===== src/rtl/multi_debouncer.sv =====
// multi_debouncer
//
// Purpose:
//   Debounces CHANNELS independent, asynchronous, bouncy inputs. Each input
//   goes through a 2-flop synchronizer that runs on every fastClock edge. A
//   shared prescaler generates a sample tick every SAMPLE_DIV cycles. On each
//   tick, every channel shifts its synchronized level into a FILTER_WIDTH-bit
//   window, newest sample at bit 0. A window of all ones sets the debounced
//   level. A window of all zeros clears it. Any mix holds it.
//
// Parameters:
//   CHANNELS     - number of independent channels, 1..32
//   FILTER_WIDTH - consecutive equal samples needed to change a level, 2..16
//   SAMPLE_DIV   - fastClock cycles per sample tick, 1..65535
//   RESET_LEVEL  - level loaded into synchronizers, windows and outputs at reset
//
// Ports:
//   fastClock  in   1         only clock, rising edge
//   reset      in   1         synchronous, active-high
//   rawSignal  in   CHANNELS  asynchronous bouncy inputs
//   debounced  out  CHANNELS  filtered level per channel, registered
//   rise       out  CHANNELS  one-cycle pulse when debounced goes 0->1
//   fall       out  CHANNELS  one-cycle pulse when debounced goes 1->0
//   anyChange  out  1         OR of rise|fall over all channels, same cycle
//   sampleTick out  1         one-cycle pulse on each sample tick
//
// Configuration macro:
//   MULTI_DEBOUNCER_EDGE_EN - when defined, rise/fall/anyChange are generated.
//                             When undefined, those ports are tied to 0 and no
//                             edge-detect logic is built.

module multi_debouncer #(
  parameter int unsigned CHANNELS     = 4,
  parameter int unsigned FILTER_WIDTH = 3,
  parameter int unsigned SAMPLE_DIV   = 1,
  parameter bit          RESET_LEVEL  = 1'b0
) (
  input  logic                fastClock,
  input  logic                reset,
  input  logic [CHANNELS-1:0] rawSignal,
  output logic [CHANNELS-1:0] debounced,
  output logic [CHANNELS-1:0] rise,
  output logic [CHANNELS-1:0] fall,
  output logic                anyChange,
  output logic                sampleTick
);

  // The counter needs at least one bit, even when SAMPLE_DIV is 1.
  localparam int unsigned CNT_W = (SAMPLE_DIV > 1) ? $clog2(SAMPLE_DIV) : 1;
  localparam logic [CNT_W-1:0] CNT_MAX = CNT_W'(SAMPLE_DIV - 1);

  localparam logic [CHANNELS-1:0]     CH_RESET  = {CHANNELS{RESET_LEVEL}};
  localparam logic [FILTER_WIDTH-1:0] WIN_RESET = {FILTER_WIDTH{RESET_LEVEL}};

  // Prescaler state
  logic [CNT_W-1:0] count_q, count_d;
  logic             tick;
  logic             sample_tick_q, sample_tick_d;

  // Synchronizer state
  logic [CHANNELS-1:0] sync1_q, sync1_d;
  logic [CHANNELS-1:0] sync2_q, sync2_d;

  // Filter state
  logic [CHANNELS-1:0][FILTER_WIDTH-1:0] window_q, window_d;
  logic [CHANNELS-1:0]                   debounced_q, debounced_d;

  // The prescaler wraps at SAMPLE_DIV-1. The tick is decoded from the current
  // count, so the window shift and the registered sampleTick land on the same
  // edge. The debounced change is therefore visible in the cycle sampleTick is high.
  always_comb begin
    tick          = (count_q == CNT_MAX);
    count_d       = tick ? '0 : count_q + CNT_W'(1);
    sample_tick_d = tick;
  end

  // Two-stage synchronizer. It runs every cycle, independent of the sample
  // tick, so the filter always sees a metastability-free level.
  always_comb begin
    sync1_d = rawSignal;
    sync2_d = sync1_q;
  end

  // On a tick, each channel shifts its synchronized level into the window.
  // The debounced level is decided from the window after the shift, so a level
  // held for FILTER_WIDTH samples updates the output on the edge that takes in
  // the last of those samples. Between ticks, everything holds.
  always_comb begin
    window_d    = window_q;
    debounced_d = debounced_q;
    if (tick) begin
      for (int ch = 0; ch < CHANNELS; ch++) begin
        window_d[ch] = {window_q[ch][FILTER_WIDTH-2:0], sync2_q[ch]};
        if (&window_d[ch]) begin
          debounced_d[ch] = 1'b1;
        end else if (~|window_d[ch]) begin
          debounced_d[ch] = 1'b0;
        end
      end
    end
  end

  // Core state registers. Reset discards the partial windows and the
  // prescaler phase, and reloads every level with RESET_LEVEL.
  always_ff @(posedge fastClock) begin
    if (reset) begin
      count_q       <= '0;
      sample_tick_q <= 1'b0;
      sync1_q       <= CH_RESET;
      sync2_q       <= CH_RESET;
      for (int ch = 0; ch < CHANNELS; ch++) begin
        window_q[ch] <= WIN_RESET;
      end
      debounced_q   <= CH_RESET;
    end else begin
      count_q       <= count_d;
      sample_tick_q <= sample_tick_d;
      sync1_q       <= sync1_d;
      sync2_q       <= sync2_d;
      window_q      <= window_d;
      debounced_q   <= debounced_d;
    end
  end

  assign debounced  = debounced_q;
  assign sampleTick = sample_tick_q;

`ifdef MULTI_DEBOUNCER_EDGE_EN
  // Edge pulse state
  logic [CHANNELS-1:0] rise_q, rise_d;
  logic [CHANNELS-1:0] fall_q, fall_d;
  logic                any_change_q, any_change_d;

  // The pulses compare the next debounced value with the current one. They
  // are registered next to debounced_q, so each pulse appears in the same
  // cycle as the level change and lasts exactly one cycle. The edge registers
  // are cleared along with the level on reset. A reset-induced level jump
  // therefore never produces a pulse.
  always_comb begin
    rise_d       = debounced_d & ~debounced_q;
    fall_d       = ~debounced_d & debounced_q;
    any_change_d = |(rise_d | fall_d);
  end

  // Edge pulse registers
  always_ff @(posedge fastClock) begin
    if (reset) begin
      rise_q       <= '0;
      fall_q       <= '0;
      any_change_q <= 1'b0;
    end else begin
      rise_q       <= rise_d;
      fall_q       <= fall_d;
      any_change_q <= any_change_d;
    end
  end

  assign rise      = rise_q;
  assign fall      = fall_q;
  assign anyChange = any_change_q;
`else
  // Edge detection is not built; the ports remain and read as 0.
  assign rise      = '0;
  assign fall      = '0;
  assign anyChange = 1'b0;
`endif

endmodule


===== config.mk =====
export PLATFORM = sky130hd
export DESIGN_NAME = multi_debouncer
export DESIGN_NICKNAME = d
export VERILOG_FILES = /design/src/rtl/multi_debouncer.sv
export SDC_FILE = /design/constraint.sdc
export NUM_CORES = 1
export LEC_CHECK = 0
export CORE_MARGIN = 2
export CORE_UTILIZATION = 46
export DETAILED_ROUTE_END_ITERATION = 8
export GPL_TIMING_DRIVEN = 0
export PLACE_DENSITY = 0.76
export SETUP_SLACK_MARGIN = 0.2
export SLEW_MARGIN = 30
export SYNTH_ARGS = -nofsm -noshare
export SYNTH_HDL_FRONTEND = slang
export SYNTH_SLANG_ARGS = --single-unit
export TNS_END_PERCENT = 50

===== constraint.sdc =====
create_clock -name fastClock -period 1.25 [get_ports fastClock]
set_clock_uncertainty 0.15 [all_clocks]
set_input_delay 0.125 -clock fastClock [delete_from_list [all_inputs] [get_ports fastClock]]
set_output_delay 0.125 -clock fastClock [all_outputs]
set_load 0.02 [all_outputs]

==> key figures <==
Route
  – Via count: 550
  – Remaining DRCs: 0
  – Total wire length: 1350 µm
  – Initial detailed-routing violation count: 3
  – Pre-antenna DRT Iters: 4
  – Vias/cell: 4.37
  – Final ANT Viol Nets: 0
  – WL/cell: 10.7 µm

Yosys
  – Mux cell area share after synthesis: 0.0977
  – Post-synthesis xor/xnor area fraction: 0
  – Yosys warns: 0
  – Synth Area per Inst: 11.2 µm²
  – Synth Area in Adders: 0
  – Cell area after synthesis: 820 µm²
  – Yosys cell types: 13
  – Largest family of logic cells by synthesized area: simple AND/OR/NAND/NOR gates
  – Post-Synth Simple-Gate Area: 0.163
  – Compound-Gate Fraction of Synth Area: 0.0672
  – Sequential cell area fraction in the yosys report: 0.537
  – Syn Inst Count: 73
  – FF+latch count, synth: 22

Clocking
  – Reg clk slew, reported paths: 120 ps
  – TritonCTS Buffers: 3
  – Hold buffers post-CTS: 0
  – Clock buffer depth: 2
  – Clock Sinks: 22
  – CTS root buf: clkbuf_4
  – H-tree Lvls: 1
  – Worst-Skew Late Latency: 310 ps
  – CTS tree: built

Timing
  – Fin crit period: 1140 ps
  – PnR worst setup slack: 108 ps
  – Final Cycle Share: 0.914
  – Final setup violation count: 0
  – Fin. max-slew vios: 0
  – Fmax: 0.876 GHz
  – Fin Hold WS: 215 ps
  – Final Hold Fails: 0
  – RSZ-0062 raised after global routing: yes

Power
  – Power per cell area: 1220 nW/µm²
  – Maximum vdd ir drop: 1140 µV
  – Leak pwr: 0.531 nW
  – Total Power: 1.40 mW

Worst setup path
  – CP Cell Sequence: o41ai_2 -> a21oi_2
  – Critical path capture point type: flop
  – CP Launch Type: flop
  – R2r endpoint: debounced[0]
  – Kind of cell adding the most delay to the critical path: compound AO/OA/AOI/OAI gates
  – Crit. path cell count: 2
  – Critical Path Start: sync2_q[0]
  – R2R Path Start: sync2_q[0]
  – WS Path Type: flop to flop
  – Arrival @ worst endpoint: 1180 ps
  – Max incr delay on CP: 400 ps
  – Critical path peak fanout: 3
  – Crit path capture: debounced[0]
  – CP required: 1290 ps
  – Worst Path Buf+Inv: 0
  – R2R Setup Slk: 110 ps
  – Max stage delay cell, worst path: o41ai_2
  – FF-to-FF path depth: 2

Hold path
  – Min-Delay Path Class: input port to flop

Global routing
  – GRT Resource Usage Total: 0.133
  – Number of global-route vias before repair: 473
  – Global-route wire length before repair: 1950 µm
  – Initial antenna violation count: 0
  – Largest net degree at the start of global routing: 14
  – Overflow after GRT: 0

Final layout
  – Nets: 108
  – # diodes: 0
  – Final instance area: 1140 µm²
  – Filler instances: 137
  – Layout cells sized above 1: 0.366
  – Area grow syn2layout: 39.5%

Placement
  – Placed Area: 1010 µm²
  – Placer Congestion: 0.726
  – Pre-CTS WS: -109 ps
  – Number of port buffers: 10

Floorplanning
  – Core ar.: 1710 µm²
  – Row cnt: 15
  – Die footprint: 2140 µm²
  – Number of I/O pins: 20
  – Die Ht: 46.2 µm
  – Initial core utilization: 0.480
  – DIE WIDTH: 46.2 µm

Status
  – Status: complete, no violations

Flow run
  – Max-Cap Viols: 0
==> per-layer routing <==
metal / GRT usage / routed length (µm) / part of all wire
met5: 0 / 0 / 0
met1: 0.162 / 562 / 0.42
met3: 0.0706 / 73 / 0.054
met4: 0.0514 / 12 / 0.0089
met2: 0.197 / 702 / 0.52
==> state kept, by name (all words and copies together) (netlist names) <==
name        count
sync2_q         4
window_q        8
sync1_q         4
sampleTick      1
debounced       4
count_q         1
==> cell families after synthesis <==
kind of cell | Yosys count
DFF | 22
and+or+nand+nor | 21
buffers and inverters | 13
AOI/OAI and AO/OA | 8
muxes | 8
other | 1
==> synth_stat cells <==
| cell | instances | area (µm²) |
|---|---|---|
| dfxtp_1 | 22 | 440 |
| o41ai_1 | 4 | 35.0 |
| buf_12 | 1 | 20.0 |
| nand4b_1 | 3 | 26.3 |
| mux2i_1 | 8 | 80.1 |
| nor2_1 | 9 | 33.8 |
| nand4b_4 | 1 | 23.8 |
| nor2b_1 | 8 | 50.1 |
| a21oi_1 | 4 | 20.0 |
| clkbuf_1 | 2 | 7.51 |
| buf_6 | 1 | 11.3 |
| conb_1 | 1 | 3.75 |
| buf_4 | 9 | 67.6 |
==> how the worst min path moves through the flow <==
stage | startpoint | end | slack [ps] | depth (start not counted)
3_5_place_dp | sync1_q[2] | sync2_q[2] | 280 | 1
4_1_cts | rawSignal[0] | sync1_q[0] | 200 | 2
5_1_grt | rawSignal[0] | sync1_q[0] | 220 | 2
6_report | rawSignal[0] | sync1_q[0] | 210 | 2
2_1_floorplan | reset | sync2_q[3] | 50 | 1
3_3_place_gp | sync1_q[3] | sync2_q[3] | 270 | 1
==> repair_timing <==
action                     4_1_cts  5_1_grt
pin swaps                        3        2
cloned                           0        1
gates resized for setup         34        6
setup endpoints to repair       17       24
buffers inserted                 2        2
==> through the flow <==
stage	std cells	utilization	setup TNS, ps
CTS	123	0.638	0
floorplan	82	-	0
global placement	117	0.590	-1840
detailed placement	117	0.590	-1890
global route	126	0.670	0
finish	126	0.670	0
==> layout by cell type, fill, tap and decap left out, drive strengths merged, types with 5 or more instances in the layout <==
cell type / instances
clkbuf: 5
buf: 21
nor2: 9
conb: 10
mux2i: 8
nor2b: 8
dfxtp: 22
clkdlybuf4s50: 5
==> cell type report <==
class / count / area (µm²) / share of cell area
Tap cell: 25 / 31.3 / 0.0274
Multi-Input combinational cell: 47 / 340 / 0.298
Timing Repair Buffer: 15 / 161 / 0.141
Sequential cell: 22 / 448 / 0.392
Buffer: 13 / 110 / 0.0963
Clock inverter: 1 / 30.0 / 0.0263
Clock buffer: 3 / 22.5 / 0.0197
==> power breakdown <==
group	leakage, nW	internal (mW)	switching (mW)	total [mW]
logic	0.321	0.0716	0.0623	0.134
registers	0.182	0.722	0.0143	0.736
clock network	0.0279	0.324	0.207	0.531
No activity file was read; power rests on OpenSTA's default activity.
